[config.mk]
export PLATFORM = sky130hd
export DESIGN_NAME = mac_accum_flat
export DESIGN_NICKNAME = d
export VERILOG_FILES = /design/src/rtl/mac_accum_if.sv /design/src/rtl/mac_accum.sv /design/src/flat_wrapper.sv
export SDC_FILE = /design/constraint.sdc
export NUM_CORES = 1
export LEC_CHECK = 0
export BUFFER_PORTS_ARGS = -buffer_cell sky130_fd_sc_hd__buf_2
export CAP_MARGIN = 25
export CORE_ASPECT_RATIO = 1.4
export CORE_MARGIN = 4
export CORE_UTILIZATION = 60
export CTS_CLUSTER_SIZE = 28
export DETAILED_ROUTE_END_ITERATION = 16
export PLACE_DENSITY = 0.85
export SYNTH_ARGS = -nofsm -noshare
export SYNTH_HDL_FRONTEND = slang
export SYNTH_SLANG_ARGS = --single-unit
[constraint.sdc]
create_clock -name ph1 -period 7.4 [get_ports ph1]
set_input_delay 0.74 -clock ph1 [delete_from_list [all_inputs] [get_ports ph1]]
set_output_delay 0.74 -clock ph1 [all_outputs]
set_load 0.01 [all_outputs]
[src/rtl/mac_accum_if.sv]
// Bus between the frame sequencing controller/consumer and the mac_accum datapath.
interface mac_accum_if #(
    parameter int unsigned WIDTH = 8,
    parameter int unsigned ACCW  = 20
);
    logic [1:0]         muxControl;
    logic               enData;
    logic               clearAccum;
    logic [4*WIDTH-1:0] in_words;
    logic [4*WIDTH-1:0] coefs;
    logic               out_ready;
    logic               clr_flags;
    logic               out_valid;
    logic [ACCW-1:0]    out_data;
    logic               overflow;
    logic               saturated;

    modport master (
        output muxControl, enData, clearAccum, in_words, coefs, out_ready, clr_flags,
        input  out_valid, out_data, overflow, saturated
    );

    modport slave (
        input  muxControl, enData, clearAccum, in_words, coefs, out_ready, clr_flags,
        output out_valid, out_data, overflow, saturated
    );
endinterface

[src/rtl/mac_accum.sv]
// Signed four-tap saturating multiply-accumulate with a 2-entry result FIFO.
// One tap per cycle; the end-of-frame sum is pushed and drained via valid/ready.
module mac_accum #(
    parameter int unsigned WIDTH = 8,
    parameter int unsigned ACCW  = 20
) (
    input  logic         ph1,
    input  logic         reset,
    mac_accum_if.slave   bus
);
    localparam int unsigned PW   = 2 * WIDTH;
    localparam int unsigned SW   = ACCW + 1;
    localparam int unsigned CNTW = 2;

    localparam logic signed [SW-1:0] MAXV = {2'b00, {(ACCW-1){1'b1}}};
    localparam logic signed [SW-1:0] MINV = {2'b11, {(ACCW-1){1'b0}}};

    logic signed [WIDTH-1:0] samp_q   [4];
    logic signed [WIDTH-1:0] live_w_c [4];
    logic signed [WIDTH-1:0] coef_w_c [4];
    logic signed [ACCW-1:0]  acc;
    logic signed [WIDTH-1:0] word_c;
    logic signed [WIDTH-1:0] coef_c;
    logic signed [PW-1:0]    prod_c;
    logic signed [SW-1:0]    sum_c;
    logic signed [ACCW-1:0]  clamp_c;
    logic                    clamp_hit_c;

    logic [CNTW-1:0]         count;
    logic [CNTW-1:0]         cnt_n;
    logic signed [ACCW-1:0]  head;
    logic signed [ACCW-1:0]  head_n;
    logic signed [ACCW-1:0]  tail;
    logic signed [ACCW-1:0]  tail_n;
    logic                    valid_q;
    logic                    pop_c;
    logic                    drop_c;
    logic                    overflow_q;
    logic                    saturated_q;

    // Tap datapath: tap 00 reads live samples, later taps read the captured copy.
    always_comb begin
        for (int k = 0; k < 4; k++) begin
            live_w_c[k] = bus.in_words[k*WIDTH +: WIDTH];
            coef_w_c[k] = bus.coefs[k*WIDTH +: WIDTH];
        end
        word_c = (bus.muxControl == 2'd0) ? live_w_c[0] : samp_q[bus.muxControl];
        coef_c = coef_w_c[bus.muxControl];
        prod_c = PW'(word_c) * PW'(coef_c);
        sum_c  = SW'(acc) + SW'(prod_c);
        clamp_hit_c = 1'b0;
        clamp_c     = ACCW'(sum_c);
        if (sum_c > MAXV) begin
            clamp_c     = ACCW'(MAXV);
            clamp_hit_c = 1'b1;
        end else if (sum_c < MINV) begin
            clamp_c     = ACCW'(MINV);
            clamp_hit_c = 1'b1;
        end
    end

    // FIFO next state; a push into a full FIFO survives only alongside a pop.
    always_comb begin
        pop_c  = (count != '0) && bus.out_ready;
        cnt_n  = count;
        head_n = head;
        tail_n = tail;
        drop_c = bus.enData && (count == CNTW'(2)) && !pop_c;
        case (count)
            2'd0: begin
                if (bus.enData) begin
                    head_n = clamp_c;
                    cnt_n  = CNTW'(1);
                end
            end
            2'd1: begin
                if (pop_c && bus.enData) begin
                    head_n = clamp_c;
                end else if (pop_c) begin
                    cnt_n = CNTW'(0);
                end else if (bus.enData) begin
                    tail_n = clamp_c;
                    cnt_n  = CNTW'(2);
                end
            end
            2'd2: begin
                if (pop_c) begin
                    head_n = tail;
                    if (bus.enData) begin
                        tail_n = clamp_c;
                    end else begin
                        cnt_n = CNTW'(1);
                    end
                end
            end
            default: cnt_n = CNTW'(0);
        endcase
    end

    always_ff @(posedge ph1 or posedge reset) begin
        if (reset) begin
            acc         <= '0;
            for (int k = 0; k < 4; k++) samp_q[k] <= '0;
            count       <= '0;
            head        <= '0;
            tail        <= '0;
            valid_q     <= 1'b0;
            overflow_q  <= 1'b0;
            saturated_q <= 1'b0;
        end else begin
            acc <= bus.clearAccum ? '0 : clamp_c;
            if (bus.muxControl == 2'd0) begin
                for (int k = 0; k < 4; k++) samp_q[k] <= live_w_c[k];
            end
            count   <= cnt_n;
            head    <= head_n;
            tail    <= tail_n;
            valid_q <= (cnt_n != '0);
            // Set beats a same-cycle clear.
            overflow_q  <= drop_c      | (overflow_q  & ~bus.clr_flags);
            saturated_q <= clamp_hit_c | (saturated_q & ~bus.clr_flags);
        end
    end

    assign bus.out_valid = valid_q;
    assign bus.out_data  = head;
    assign bus.overflow  = overflow_q;
    assign bus.saturated = saturated_q;
endmodule

[src/flat_wrapper.sv]
// flat-port wrapper written by rule: the top's interface ports become plain ports
module mac_accum_flat 
#(
    parameter int unsigned WIDTH = 8,
    parameter int unsigned ACCW  = 20
)
  (ph1, reset, bus_muxControl, bus_enData, bus_clearAccum, bus_in_words, bus_coefs, bus_out_ready, bus_clr_flags, bus_out_valid, bus_out_data, bus_overflow, bus_saturated);
  mac_accum_if #(.WIDTH(WIDTH), .ACCW(ACCW)) bus_i ();
  input  logic ph1;
  input  logic reset;
  input wire logic [$bits(bus_i.muxControl)-1:0] bus_muxControl;
  input wire logic [$bits(bus_i.enData)-1:0] bus_enData;
  input wire logic [$bits(bus_i.clearAccum)-1:0] bus_clearAccum;
  input wire logic [$bits(bus_i.in_words)-1:0] bus_in_words;
  input wire logic [$bits(bus_i.coefs)-1:0] bus_coefs;
  input wire logic [$bits(bus_i.out_ready)-1:0] bus_out_ready;
  input wire logic [$bits(bus_i.clr_flags)-1:0] bus_clr_flags;
  output wire logic [$bits(bus_i.out_valid)-1:0] bus_out_valid;
  output wire logic [$bits(bus_i.out_data)-1:0] bus_out_data;
  output wire logic [$bits(bus_i.overflow)-1:0] bus_overflow;
  output wire logic [$bits(bus_i.saturated)-1:0] bus_saturated;
  assign bus_i.muxControl = bus_muxControl;
  assign bus_i.enData = bus_enData;
  assign bus_i.clearAccum = bus_clearAccum;
  assign bus_i.in_words = bus_in_words;
  assign bus_i.coefs = bus_coefs;
  assign bus_i.out_ready = bus_out_ready;
  assign bus_i.clr_flags = bus_clr_flags;
  assign bus_out_valid = bus_i.out_valid;
  assign bus_out_data = bus_i.out_data;
  assign bus_overflow = bus_i.overflow;
  assign bus_saturated = bus_i.saturated;
  mac_accum #(.WIDTH(WIDTH), .ACCW(ACCW)) u_core (.ph1(ph1), .reset(reset), .bus(bus_i));
endmodule
==> summary.txt <==
Run status
  – Run status: complete, no violations

Setup path
  – Largest fanout on the critical path: 12
  – Critical path data arrival time: about 7 ns
  – Critical Setup Path Class: in2reg
  – WP data required: approximately 7.7 ns
  – Nature of the critical path startpoint: input port
  – Worst reg2reg path startpoint: u_core.samp_q[7]
  – Reg-to-Reg End: u_core.bus.out_data[9]
  – Reg-to-reg slack, setup: between 1 and 1.5 ns
  – Type of element capturing the critical path: flop
  – Number of cells on the worst reg-to-reg path: 19

Yosys
  – Area share of the largest cell type after synthesis: 0.286
  – EDFF count, synth: 0
  – Largest area contributor in the netlist: dfrtp_1
  – Largest cells by area after synthesis: dfrtp_1 (29%), fa_1 (24%), ha_1 (7.7%)
  – Post-synthesis instance area: ~8000 um2
  – Leading register cell type out of synthesis: dfrtp_1
  – Mean instance size in the synthesized netlist: between 10 and 15 um2
  – Leading cell types by count after synthesis: inv_1 (98), fa_1 (92), dfrtp_1 (89)
  – Post-synthesis sequential area ratio: 0.286
  – Ys Warns: 0
  – Flops & latches, synth: 89
  – Dominant cell by count in the synthesized netlist: inv_1
  – Async set-reset flop share out of synthesis: 1.00
  – Number of library cell types mapped by synthesis: slightly below 60
  – Instance count of the mapped netlist: 731
  – Syn Nets: roughly 940

CTS
  – Number of gates given a new drive strength after cts: 0
  – Cell at the root of the clock tree: clkbuf_16
  – Clk pin slew, worst setup/hold paths: about 0.06 ns
  – Count of clock tree sinks: just under 90
  – Count of hold buffers inserted by post-cts repair: 0
  – Clock latency on the worst-skew pair: 0.34 ns
  – Clock buffers created by TritonCTS: 9
  – CTS tree: built
  – Number of setup buffers added after CTS: 0
  – H-tree lvl count: 3
  – Max clock buf depth: 2

GRT
  – Antenna violations before repair: 0
  – Maximum number of pins on one net before global-route repair: roughly 70
  – Total congestion overflow after global routing: 0
  – Total global-route track usage: 0.257
  – Via count of the first global-routing pass: roughly 6,400
  – First-pass GRT wire length: 30.5 mm

Timing
  – Fmax: approximately 150 MHz
  – Minimum clock period after layout: slightly below 7 ns
  – Final number of max-transition violations: 0
  – Count of final setup violators: 0
  – Worst setup skew after layout: roughly 0.0042 ns
  – Transition at the pin with the smallest max-transition slack: between 0.9 and 1 ns
  – Final hold violations: 0
  – Setup repair after global routing missed its margin: false
  – Sum of negative setup slack: 0 ns
  – Final worst-path cycle share: 0.914
  – Slew Limit Headroom: 0.366

Floorplan
  – Area of the die: between 10,000 and 15,000 um2
  – Ports placed on the boundary: 95
  – Chip Width: approximately 100 um
  – Effective utilization at floorplan: 0.610
  – Height of the die: between 100 and 150 um
  – Number of standard-cell rows in the floorplan: 49
  – Core footprint: 12,800 um2

Routing
  – Total via count after detailed routing: about 5,800
  – Drt first pass iters: 5
  – Total wire length: 17.9 mm
  – Via-to-Cell Ratio: about 5.9
  – Final ANT Viol Nets: 0
  – 1st-iter DRT viols: 347
  – Detailed-route wire length per cell: about 18 um
  – Drt drc: 0

Place
  – Gpl congestion: 0.857
  – Port Buf Inserts: 94
  – HPWL Detailed: 14.1 mm

Layout
  – Layout cells sized above 1: 0.240
  – Nets: 1,037
  – Layout-stage area growth over the synthesis result: 12.7%
  – ANT cells: 0
  – Final Core Density: 0.688

Run
  – Max Cap Violations: 0

Min path
  – Class of the most critical hold timing path: in2async
-- how the worst max path moves through the flow --
stage / start / to / slack (ns) / cells after the start
after global routing: bus_muxControl[0] / u_core.bus.out_data[19] / 0.36 / 19
final: bus_muxControl[0] / u_core.bus.out_data[9] / 0.64 / 21
after detailed placement: bus_muxControl[0] / u_core.bus.out_data[9] / 0.26 / 21
after CTS: bus_muxControl[0] / u_core.bus.out_data[9] / 0.60 / 21
after floorplan: bus_muxControl[0] / u_core.bus.out_data[6] / 0.88 / 20
after global placement: bus_muxControl[0] / u_core.bus.out_data[16] / 0.17 / 19
-- per-layer routing --
layer | global-route usage | wire (um) | part of all wire
met3 | 0.0452 | 1060 | 0.059
met4 | 0.127 | 743 | 0.042
met5 | 0 | 0 | 0
met1 | 0.298 | 6730 | 0.38
met2 | 0.461 | 9330 | 0.52
-- cell type report --
type / instances / area [um2]
Multi-Input combinational cell: 511 / 5050
Fill cell: 930 / 3980
Sequential cell: 89 / 2230
Timing Repair Buffer: 116 / 651
Inverter: 98 / 369
Clock buffer: 11 / 243
Tap cell: 153 / 191
Clock inverter: 5 / 38.8
-- cell usage in the layout, fill, tap and decap left out, types with 17 or more instances in the layout --
cell,instances
a21oi_1,34
nor2_1,42
ha_1,48
maj3_2,17
nand2_1,58
o21ai_1,23
and2_1,33
o21ai_0,26
inv_1,97
mux2_2,26
buf_2,94
dfrtp_1,89
fa_1,92
buf_4,20
-- stage by stage --
step | cell area, um2 | setup WS (ns) | instances | hold slack [ns]
after global placement | 8460 | 0.174 | 965 | 0.461
after floorplan | 7780 | 0.881 | 731 | 0.447
after global routing | 8770 | 0.359 | 983 | 0.391
after CTS | 8770 | 0.603 | 983 | 0.367
after detailed placement | 8490 | 0.259 | 967 | 0.471
final | 8770 | 0.639 | 983 | 0.361
-- kinds of logic (layout without fill, tap and decap cells) --
logic type | Yosys count | in the layout | synth area share
buf+inv | 131 | 230 | 0.0664
flops | 89 | 89 | 0.286
compound gates | 120 | 120 | 0.0942
fa+ha+maj | 159 | 159 | 0.341
simple gates | 170 | 170 | 0.106
mux | 44 | 44 | 0.0849
xor+xnor | 18 | 18 | 0.0212
-- registers in the layout, indices dropped and copies added, names as in the netlist --
name                  count
u_core.bus.overflow       1
u_core.count              2
u_core.acc               20
u_core.samp_q            24
u_core.bus.saturated      1
u_core.tail              20
u_core.bus.out_data      20
u_core.bus.out_valid      1
-- worst max-delay path: stages --
cell	delay, ns
buf_2	0.28
buf_4	0.28
mux4_2	0.65
and2_1	0.21
fa_1	0.54
inv_1	0.05
fa_1	0.51
inv_1	0.06
fa_1	0.51
fa_1	0.50
ha_1	0.31
ha_1	0.31
buf_4	0.17
a22o_1	0.24
nor4_4	0.18
nand3_2	0.17
a31oi_4	0.22
xnor2_2	0.26
buf_8	0.25
maj3_1	0.41
o21ai_1	0.16
Power is left out: the tool's default activity adds up to more than one toggle a clock period on the data nets, which glitch-free logic cannot reach.
